`config.mk`:
```
export PLATFORM = sky130hd
export DESIGN_NAME = int_adder_result_buf
export DESIGN_NICKNAME = d
export VERILOG_FILES = /design/src/rtl/int_adder_result_buf.sv
export SDC_FILE = /design/constraint.sdc
export NUM_CORES = 1
export LEC_CHECK = 0
export CAP_MARGIN = 30
export CORE_MARGIN = 2
export CORE_UTILIZATION = 52
export CTS_CLUSTER_SIZE = 8
export DETAILED_ROUTE_END_ITERATION = 10
export GPL_TIMING_DRIVEN = 1
export PLACE_DENSITY = 0.88
export RECOVER_POWER = 100
export SKIP_LAST_GASP = 1
export SLEW_MARGIN = 15
export SYNTH_ARGS = -nofsm -noshare
export SYNTH_HDL_FRONTEND = slang
export SYNTH_SLANG_ARGS = --single-unit
```
`constraint.sdc`:
```
create_clock -name clk -period 4.15 [get_ports clk]
set_clock_uncertainty 0.1 [all_clocks]
set_input_delay 0.83 -clock clk [delete_from_list [all_inputs] [get_ports clk]]
set_output_delay 0.83 -clock clk [all_outputs]
set_load 0.02 [all_outputs]
```
`src/rtl/int_adder_result_buf.sv`:
```
// Result stage after the registered adder: captures sum/cout, derives {N,Z,C,V}, queues in a FIFO.
// Latency: issue in T, push at edge ending T+1, res_valid in T+2. Backpressure: res_valid/res_ready; credits via issue_ready.
// Optional flag capture enabled by INT_ADDER_RB_FLAGS_EN (otherwise res_flags is tied to zero).
module int_adder_result_buf #(
    parameter int DATA_WIDTH = 32,
    parameter int DEPTH      = 4
) (
    input  logic                  clk,
    input  logic                  rst_n,
    input  logic                  flush,
    input  logic                  issue_en,
    input  logic                  issue_a_msb,
    input  logic                  issue_b_msb,
    output logic                  issue_ready,
    input  logic [DATA_WIDTH-1:0] add_sum,
    input  logic                  add_cout,
    output logic                  res_valid,
    input  logic                  res_ready,
    output logic [DATA_WIDTH-1:0] res_data,
    output logic [3:0]            res_flags,
    output logic                  err_drop
);

    localparam int AW = $clog2(DEPTH);

    logic [AW:0]           count;
    logic [AW-1:0]         wr_ptr;
    logic [AW-1:0]         rd_ptr;
    logic                  pend_valid;
    logic [AW+1:0]         used;
    logic                  accept;
    logic                  push;
    logic                  pop;
    logic [DATA_WIDTH-1:0] data_mem [DEPTH];

    // Credit counts the in-flight adder result as well as queued entries.
    assign used        = {1'b0, count} + (AW+2)'(pend_valid);
    assign issue_ready = used < (AW+2)'(DEPTH);
    assign res_valid   = (count != '0);

    assign accept = issue_en & issue_ready & ~flush;
    assign push   = pend_valid & ~flush;
    assign pop    = res_valid & res_ready & ~flush;

    always_ff @(posedge clk or negedge rst_n) begin
        if (!rst_n) begin
            count      <= '0;
            wr_ptr     <= '0;
            rd_ptr     <= '0;
            pend_valid <= 1'b0;
            err_drop   <= 1'b0;
        end else begin
            pend_valid <= accept;
            if (issue_en && !issue_ready && !flush)
                err_drop <= 1'b1;
            if (flush) begin
                count  <= '0;
                wr_ptr <= '0;
                rd_ptr <= '0;
            end else begin
                if (push)
                    wr_ptr <= wr_ptr + 1'b1;
                if (pop)
                    rd_ptr <= rd_ptr + 1'b1;
                case ({push, pop})
                    2'b10:   count <= count + 1'b1;
                    2'b01:   count <= count - 1'b1;
                    default: count <= count;
                endcase
            end
        end
    end

    always_ff @(posedge clk) begin
        if (push)
            data_mem[wr_ptr] <= add_sum;
    end

    assign res_data = res_valid ? data_mem[rd_ptr] : '0;

`ifdef INT_ADDER_RB_FLAGS_EN
    logic       pend_a_msb;
    logic       pend_b_msb;
    logic [3:0] push_flags;
    logic [3:0] flag_mem [DEPTH];

    always_ff @(posedge clk or negedge rst_n) begin
        if (!rst_n) begin
            pend_a_msb <= 1'b0;
            pend_b_msb <= 1'b0;
        end else if (accept) begin
            pend_a_msb <= issue_a_msb;
            pend_b_msb <= issue_b_msb;
        end
    end

    // Overflow: operands share a sign and the sum's sign differs from it.
    assign push_flags = {add_sum[DATA_WIDTH-1],
                         (add_sum == '0),
                         add_cout,
                         (pend_a_msb == pend_b_msb) & (add_sum[DATA_WIDTH-1] != pend_a_msb)};

    always_ff @(posedge clk) begin
        if (push)
            flag_mem[wr_ptr] <= push_flags;
    end

    assign res_flags = res_valid ? flag_mem[rd_ptr] : 4'b0;
`else
    logic unused_flag_inputs;
    assign unused_flag_inputs = ^{issue_a_msb, issue_b_msb, add_cout};
    assign res_flags          = 4'b0;
`endif

`ifndef SYNTHESIS
    always_ff @(posedge clk) begin
        if (rst_n && push)
            assert (count < (AW+1)'(DEPTH))
                else $error("int_adder_result_buf: push into full FIFO");
    end
`endif

endmodule
```
# Yosys cells after proc, flatten, opt, wreduce, memory -nomap -nowiden
# Memory sizes are Yosys's and may differ from the RTL's.
# Cells that the tools add are included.
[totals]
register_bits = 9
ramBits = 128
in_bits = 40
wordCells = 37
memories = 1
[memory_table]
columns = ["name", "depth", "word_bits", "read_ports", "rd_ports_with_merged_regs", "write_ports", "line", "text"]
rows = [
  ["data_mem", 4, 32, 1, 0, 1, "34", "logic [DATA_WIDTH-1:0] data_mem [DEPTH];"],
]
[classes]
addsub = 5
order_cmp = 1
n_eq_ne = 2
mux = 9
bitwise_logic = 6
reduce_logical = 8
[ops]
columns = ["op", "count"]
rows = [
  ["32-bit two-way mux", 1],
  ["2-bit two-way mux", 4],
  ["3-bit case mux with 2 select lines", 1],
  ["3-bit nonzero test", 2],
  ["1-bit bitwise AND", 5],
  ["2-bit by 1-bit adder with 2-bit output (second input constant)", 2],
  ["3-bit by 1-bit adder with 4-bit output", 1],
  ["4-bit by 3-bit < comparator with 1-bit output (second input constant)", 1],
  ["2-bit nonzero test", 2],
  ["3-bit by 1-bit adder with 3-bit output (second input constant)", 1],
  ["3-bit two-way mux", 1],
  ["3-bit by 1-bit subtractor with 3-bit output (second input constant)", 1],
  ["2-bit by 1-bit == test with 1-bit output (second input constant)", 1],
  ["2-bit == test (second input constant)", 1],
  ["1-bit logical AND", 2],
  ["1-bit zero test", 2],
  ["1-bit two-way mux", 2],
  ["1-bit inverter", 1],
]

# Longest topological paths before layout
[depth]
word_depth = 6
depth_mapped = 7

# Worst setup path before layout
# No wires, ideal clock.
[synth_timing]
path_kind = "input-to-reg"
from = "input res_ready"
to = "register count[1]"
setup_time_ns = 0.134
arrival_time_ns = 2.110
required_ns = 3.916
setup_slack_ns = 1.806
path_stages = 7
path_buffers = 1
path_cell_list = "buf_2 o31ai_2 nor3_1 fa_1 and3b_1 a32oi_1 o41ai_1"
[synth_via]
elab_chain_len = 5
[synth_rtl]
columns = ["element", "line", "text"]
rows = [
  ["start, declared", "18", "input logic res_ready,"],
  ["1-bit bitwise AND * (2 in a row)", "43", "assign pop = res_valid & res_ready & ~flush;"],
  ["2-bit by 1-bit == test with 1-bit output / 2-bit == test (equally long branches)", "65", "case ({push, pop})"],
  ["3-bit case mux with 2 select lines", "65", ""],
  ["3-bit two-way mux", "56", "if (flush) begin"],
  ["end signal, assigned", "66", "2'b10: count <= count + 1'b1;"],
  ["end signal, assigned", "67", "2'b01: count <= count - 1'b1;"],
  ["end signal, assigned", "68", "default: count <= count;"],
  ["end, declared", "26", "logic [AW:0] count;"],
]
# Mark *: on every way between the ends. The rest lies on a longest branch, timed or not.
# A chain may end at the register's enable or synchronous reset.

# Worst setup path after layout
[layout_timing]
from = "register rd_ptr[0]"
to = "output res_data[24]"
[layout_via]
elab_chain_len = 2
[layout_rtl]
columns = ["element", "line", "text"]
rows = [
  ["start, declared", "28", "logic [AW-1:0] rd_ptr;"],
  ["start signal, assigned", "64", "rd_ptr <= rd_ptr + 1'b1;"],
  ["memory read 4 x 32 bit", "--", ""],
  ["32-bit two-way mux", "79", "assign res_data = res_valid ? data_mem[rd_ptr] : '0;"],
  ["end, declared", "19", "output logic [DATA_WIDTH-1:0] res_data,"],
]
# No other way between the ends.

==> qor.txt <==
Root Buffer Master: clkbuf_8
Initial antenna violation count: 1
Core footprint: 10300 µm²
Nets: 389
Via Count: 2657
HPWL Detailed: 5280 µm
TritonCTS Buffers: 17
GRT Overall Usage: 17.2%
Critical Path End Type: output port
Cell Pwr Density: 503 nW/µm²
Clk Latency, worst-skew pair: 0.50 ns
Fill cells: 722
Commonest non-fill, non-tap cell in the layout: edfxtp_1
WL/cell: 18.1 µm
Vias per cell: 5.39
Seq/Total Area, Yosys: 74.2%
Design area: 6810 µm²
Biggest area consumer among synthesized cells: edfxtp_1
CP cell instances: buf_4 -> mux4_1 -> and2_1 -> dlygate4sd3_1
Dpl cell area: 6270 µm²
Synth Warn #: 0
Syn avg cell area: 20.7 µm²
Maximum single-stage delay on the critical path: 0.64 ns
Final hold slack: 0.381 ns
Worst setup path class: flip-flop to output port
Largest net degree at the start of global routing: 34
Vias in the first global route: 2733
P_leak: 2.32 nW
Post_cts resized: 0
Port Buffers: 71
Max-Slew Margin vs Limit: -64.2%
Placement Rows: 37
Die width: 107 µm
Crit Reg-Reg Startpoint: pend_valid$_DFF_PN0_
DIE HEIGHT: 107 µm
Final min period: 3.77 ns
Area growth from synthesis to layout: 24.1%
Yosys cell types: 35
Fin crit share: 90.9%
Hold buffer count at CTS: 0
Synth area leaders: edfxtp_1 70%, mux4_2 11%, and2_1 4.1%
Min-delay worst type: flip-flop to flip-flop
Placer Congestion: 0.670
Routed WL: 8920 µm
Fin. Hold Viols: 0
RSZ-0062 raised after global routing: false
Number of remaining DRC errors: 0
Max_cap viols: 4
Synth Cell Area: 5490 µm²
Synthesized flop and latch total: 137
Pre-CTS setup slack: 0.950 ns
Failing checks: capacitance limit, slew limit
Cells after synthesis: 265
Final setup viols: 0
Setup ws final: 0.379 ns
WP data arrival: 2.84 ns
Ports: 79
Buf/Inv on CP: 2
Bufs on Longest Clock Path: 2
Layout cell share with drive strength beyond 1: 17.4%
DR iter-0 viols: 96
Global route overflow: 0
TritonCTS sink count: 137
Most frequent cells in the layout: 128 x edfxtp_1, 65 x dlygate4sd3_1, 33 x and2_1
Share of the synthesized area in the top cell type: 70.1%
Number of setup buffers added after CTS: 0
Worst-margin pin slew: 2.46 ns
Fmax achieved: 0.265 GHz
Post-DRT Antenna Nets: 0
Crit path max fanout: 14
Die ar.: 11400 µm²
Crit. Startpoint: rd_ptr[0]$_DFFE_PN0P_
CTS tree: yes
Critical path's slowest cell: dlygate4sd3_1
Setup TNS: 0 ns
Fin. max-slew vios: 132
Clock H-tree levels: 4
CP required: 3.22 ns
Startpoint Class: flip-flop
First-pass GRT wire length: 14200 µm
Hold_sp: err_drop$_DFFE_PN0P_
First-pass DRT Iterations: 4
Initial core utilization: 53.4%
Total power: 0.00342 W
Clock transition at the registers of the reported paths: 0.06 ns
CP delay by family, top: buffers and inverters
VDD IR-drop max: 0.000303 V
Outcome: finished, violations left
[path summary, 6_finish.rpt]
check                      cells past startpoint                        end  slack, ns
max reg2reg                                    2  data_mem[1][31]$_DFFE_PP_       0.91
max in group asynchronous                      1      rd_ptr[0]$_DFFE_PN0P_       3.03
max                                            4               res_data[24]       0.38
min reg2reg                                    1       err_drop$_DFFE_PN0P_       0.38
min in group asynchronous                      1       err_drop$_DFFE_PN0P_       0.60
min                                            1       err_drop$_DFFE_PN0P_       0.38
[cell usage after synthesis (all sizes together)]
| cell type | n |
|---|---|
| edfxtp | 128 |
| and2 | 36 |
| mux4 | 32 |
| buf | 13 |
| dfrtp | 9 |
| clkbuf | 5 |
| inv | 5 |
| nor2 | 5 |
| ha | 4 |
| xnor2 | 3 |
| a31oi | 2 |
| nor2b | 2 |
| nor3 | 2 |
| xor2 | 2 |
| a21oi | 1 |
| a221oi | 1 |
| a22o | 1 |
| a32oi | 1 |
| and3 | 1 |
| and3b | 1 |
| conb | 1 |
| fa | 1 |
| mux2i | 1 |
| nand2 | 1 |
| nand3 | 1 |
| o21ai | 1 |
| o21bai | 1 |
| o311ai | 1 |
| o31ai | 1 |
| o41ai | 1 |
| or3 | 1 |
[kinds of logic after synthesis]
logic type,Yosys count,synth area share (%)
compound gates,11,1.69
xor+xnor,5,0.799
buf+inv,23,2.99
simple gates,50,5.41
fa+ha+maj,5,1.28
mux,33,13.6
other cells,1,0.0684
flops,137,74.2
[area by class of cell]
type,count,area (µm²),area share [%]
clock inverter,14,133,1.95
timing repair buffer,75,741,10.9
tap,136,170,2.50
antenna,1,2.50,0.0368
sequential,137,4070,59.8
inverter,5,18.8,0.276
multi-input combinational,108,1260,18.5
clock buffer,17,414,6.08
[power breakdown]
group	switching, W	internal, W
clock	0.000525	0.000840
combinational	0.000235	0.000240
sequential	0.0000338	0.00155
[routing by layer]
metal | part of all wire, % | track usage (%) | up-vias
met5 | 0 | 0 | -
met4 | 1.8 | 7.70 | 0
met3 | 5.3 | 5.17 | 14
met2 | 49 | 26.9 | 90
met1 | 43 | 22.7 | 1345
li1 | - | - | 1208
[per-stage QoR]
step,util [%],instances
5_1_grt,66.3,493
4_1_cts,66.3,492
6_report,66.3,493
2_1_floorplan,-,268
3_5_place_dp,61.0,461
3_3_place_gp,61.0,461
[registers in the layout (all words and copies together), names as in the netlist]
| signal | cells |
|---|---|
| pend_valid | 1 |
| err_drop | 1 |
| data_mem | 128 |
| wr_ptr | 2 |
| count | 3 |
| rd_ptr | 2 |
No activity file was read; power rests on OpenSTA's default activity.
==> patch (same settings) <==
`DATA_WIDTH`: 32 -> 36.
--- a/src/rtl/int_adder_result_buf.sv
+++ b/src/rtl/int_adder_result_buf.sv
@@ -2,7 +2,7 @@
 // Latency: issue in T, push at edge ending T+1, res_valid in T+2. Backpressure: res_valid/res_ready; credits via issue_ready.
 // Optional flag capture enabled by INT_ADDER_RB_FLAGS_EN (otherwise res_flags is tied to zero).
 module int_adder_result_buf #(
-    parameter int DATA_WIDTH = 32,
+    parameter int DATA_WIDTH = 36,
     parameter int DEPTH      = 4
 ) (
     input  logic                  clk,
Interface: changed (resized add_sum and res_data); port bits go from 79 to 87. No check against the original RTL was run, so the function may have changed too.
==> patch against the original RTL <==
  * The run still ends with max-capacitance violations, max-slew violations left
  * Critical path depth unchanged
  * Via count rose by 12%
  * Clock power up 10%
  * Synthesized area increased by 10%
  * First-iteration DRC count up 57%
  * Total power rose by 11%
  * Worst setup slack gained 140 ps
  * Routed wire length increased by 21%
  * Final area increased by 11%
  * Worst hold slack got worse by 6.6 ps
  * Sequential cell count rose by 16
==> patch: results (changes against the original RTL) <==
.. list-table::
   :header-rows: 1

   * - Metric
     - Value
   * - Sum of net half-perimeters after detailed placement
     - 6.503 mm (+23%)
   * - Clock root buffer
     - clkbuf_16
   * - Number of flops mapped to enable cells by yosys
     - 144 (+13%)
   * - Cell family contributing the most delay on the critical path
     - simple AND/OR/NAND/NOR gates
   * - Count of fill cells added during filler insertion
     - 739 (+2.4%)
   * - Final Instance Count excl. Fillers
     - 537 (+8.9%)
   * - Final nets
     - 430 (+11%)
   * - Worst setup slack for register-to-register paths
     - 1020 ps (+110 ps)
   * - Worst reg-to-reg path cell count
     - 3 (+1)
   * - Final critical-path setup slack
     - 516.7 ps (+137.8 ps)
   * - Outcome
     - complete, but fails checks
   * - Initial DRC count
     - 151 (+57%)
   * - Maximum vdd drop
     - 300.2 uV (-1.1%)
   * - Number of clock buffers in the layout
     - 19 (+2)
   * - Clock net sink count
     - 153 (+12%)
   * - Count of non-CTS buffers in the layout
     - 88 (+17%)
   * - Fraction of area in non-clock buffers
     - 11.34% (+0.46 points)
   * - Number of max-capacitance violations reported
     - 4 (unchanged)
   * - Comb_multi_in
     - 116 (+7.4%)
   * - Critical-path top delay cell
     - and2_0
   * - Area taken by flip-flops and latches
     - 4552 um^2 (+12%)
   * - Initial antenna violation count
     - 0 (-1)
   * - Detailed-route wire length per cell
     - 20.08 um (+11%)
   * - Post-synthesis area per instance
     - 20.80 um^2 (+0.51%)
   * - Adder and majority cell fraction of the synthesized area
     - 1.161% (-0.12 points)
   * - Routed via count divided by cell count
     - 5.534 (+2.7%)
   * - Wire length of the first global-routing pass
     - 17.13 mm (+20%)
   * - Fin. max-slew vios
     - 97 (-27%)
   * - Area fraction in compound gates after synthesis
     - 1.431% (-0.26 points)
   * - Violated checks
     - max-capacitance violations, max-slew violations
   * - Synthesized-area fraction occupied by xor and xnor cells
     - 0.7258% (-0.073 points)
   * - Met1 track demand over resource
     - 22.02% (-0.68 points)
   * - Worst setup path startpoint
     - flush
-- patch: changes by cell type after synthesis --
cell / unedited run / this run
buf_2: 5 / 7
edfxtp_1: 128 / 144
a221oi_2: 1 / 0
a221oi_1: 0 / 1
and2_1: 36 / 40
clkbuf_1: 5 / 4
buf_12: 3 / 0
clkbuf_2: 0 / 1
buf_6: 1 / 3
mux4_1: 4 / 0
mux4_2: 28 / 36
-- patch: layer usage --
metal  wire length [um]  vias to the layer above
met3                573                       11
met1               4455                     1541
met5                  0                        -
li1                   -                     1333
met4                107                        0
met2               5649                       87
-- patch: power groups by stage --
stage | Combinational, mW | Sequential (mW) | Clock (mW)
2_1_floorplan | 0.342 | 1.78 | 0
3_3_place_gp | 0.573 | 1.78 | 0
3_5_place_dp | 0.584 | 1.78 | 0
4_1_cts | 0.590 | 1.75 | 1.53
5_1_grt | 0.579 | 1.75 | 1.60
6_report | 0.540 | 1.75 | 1.51
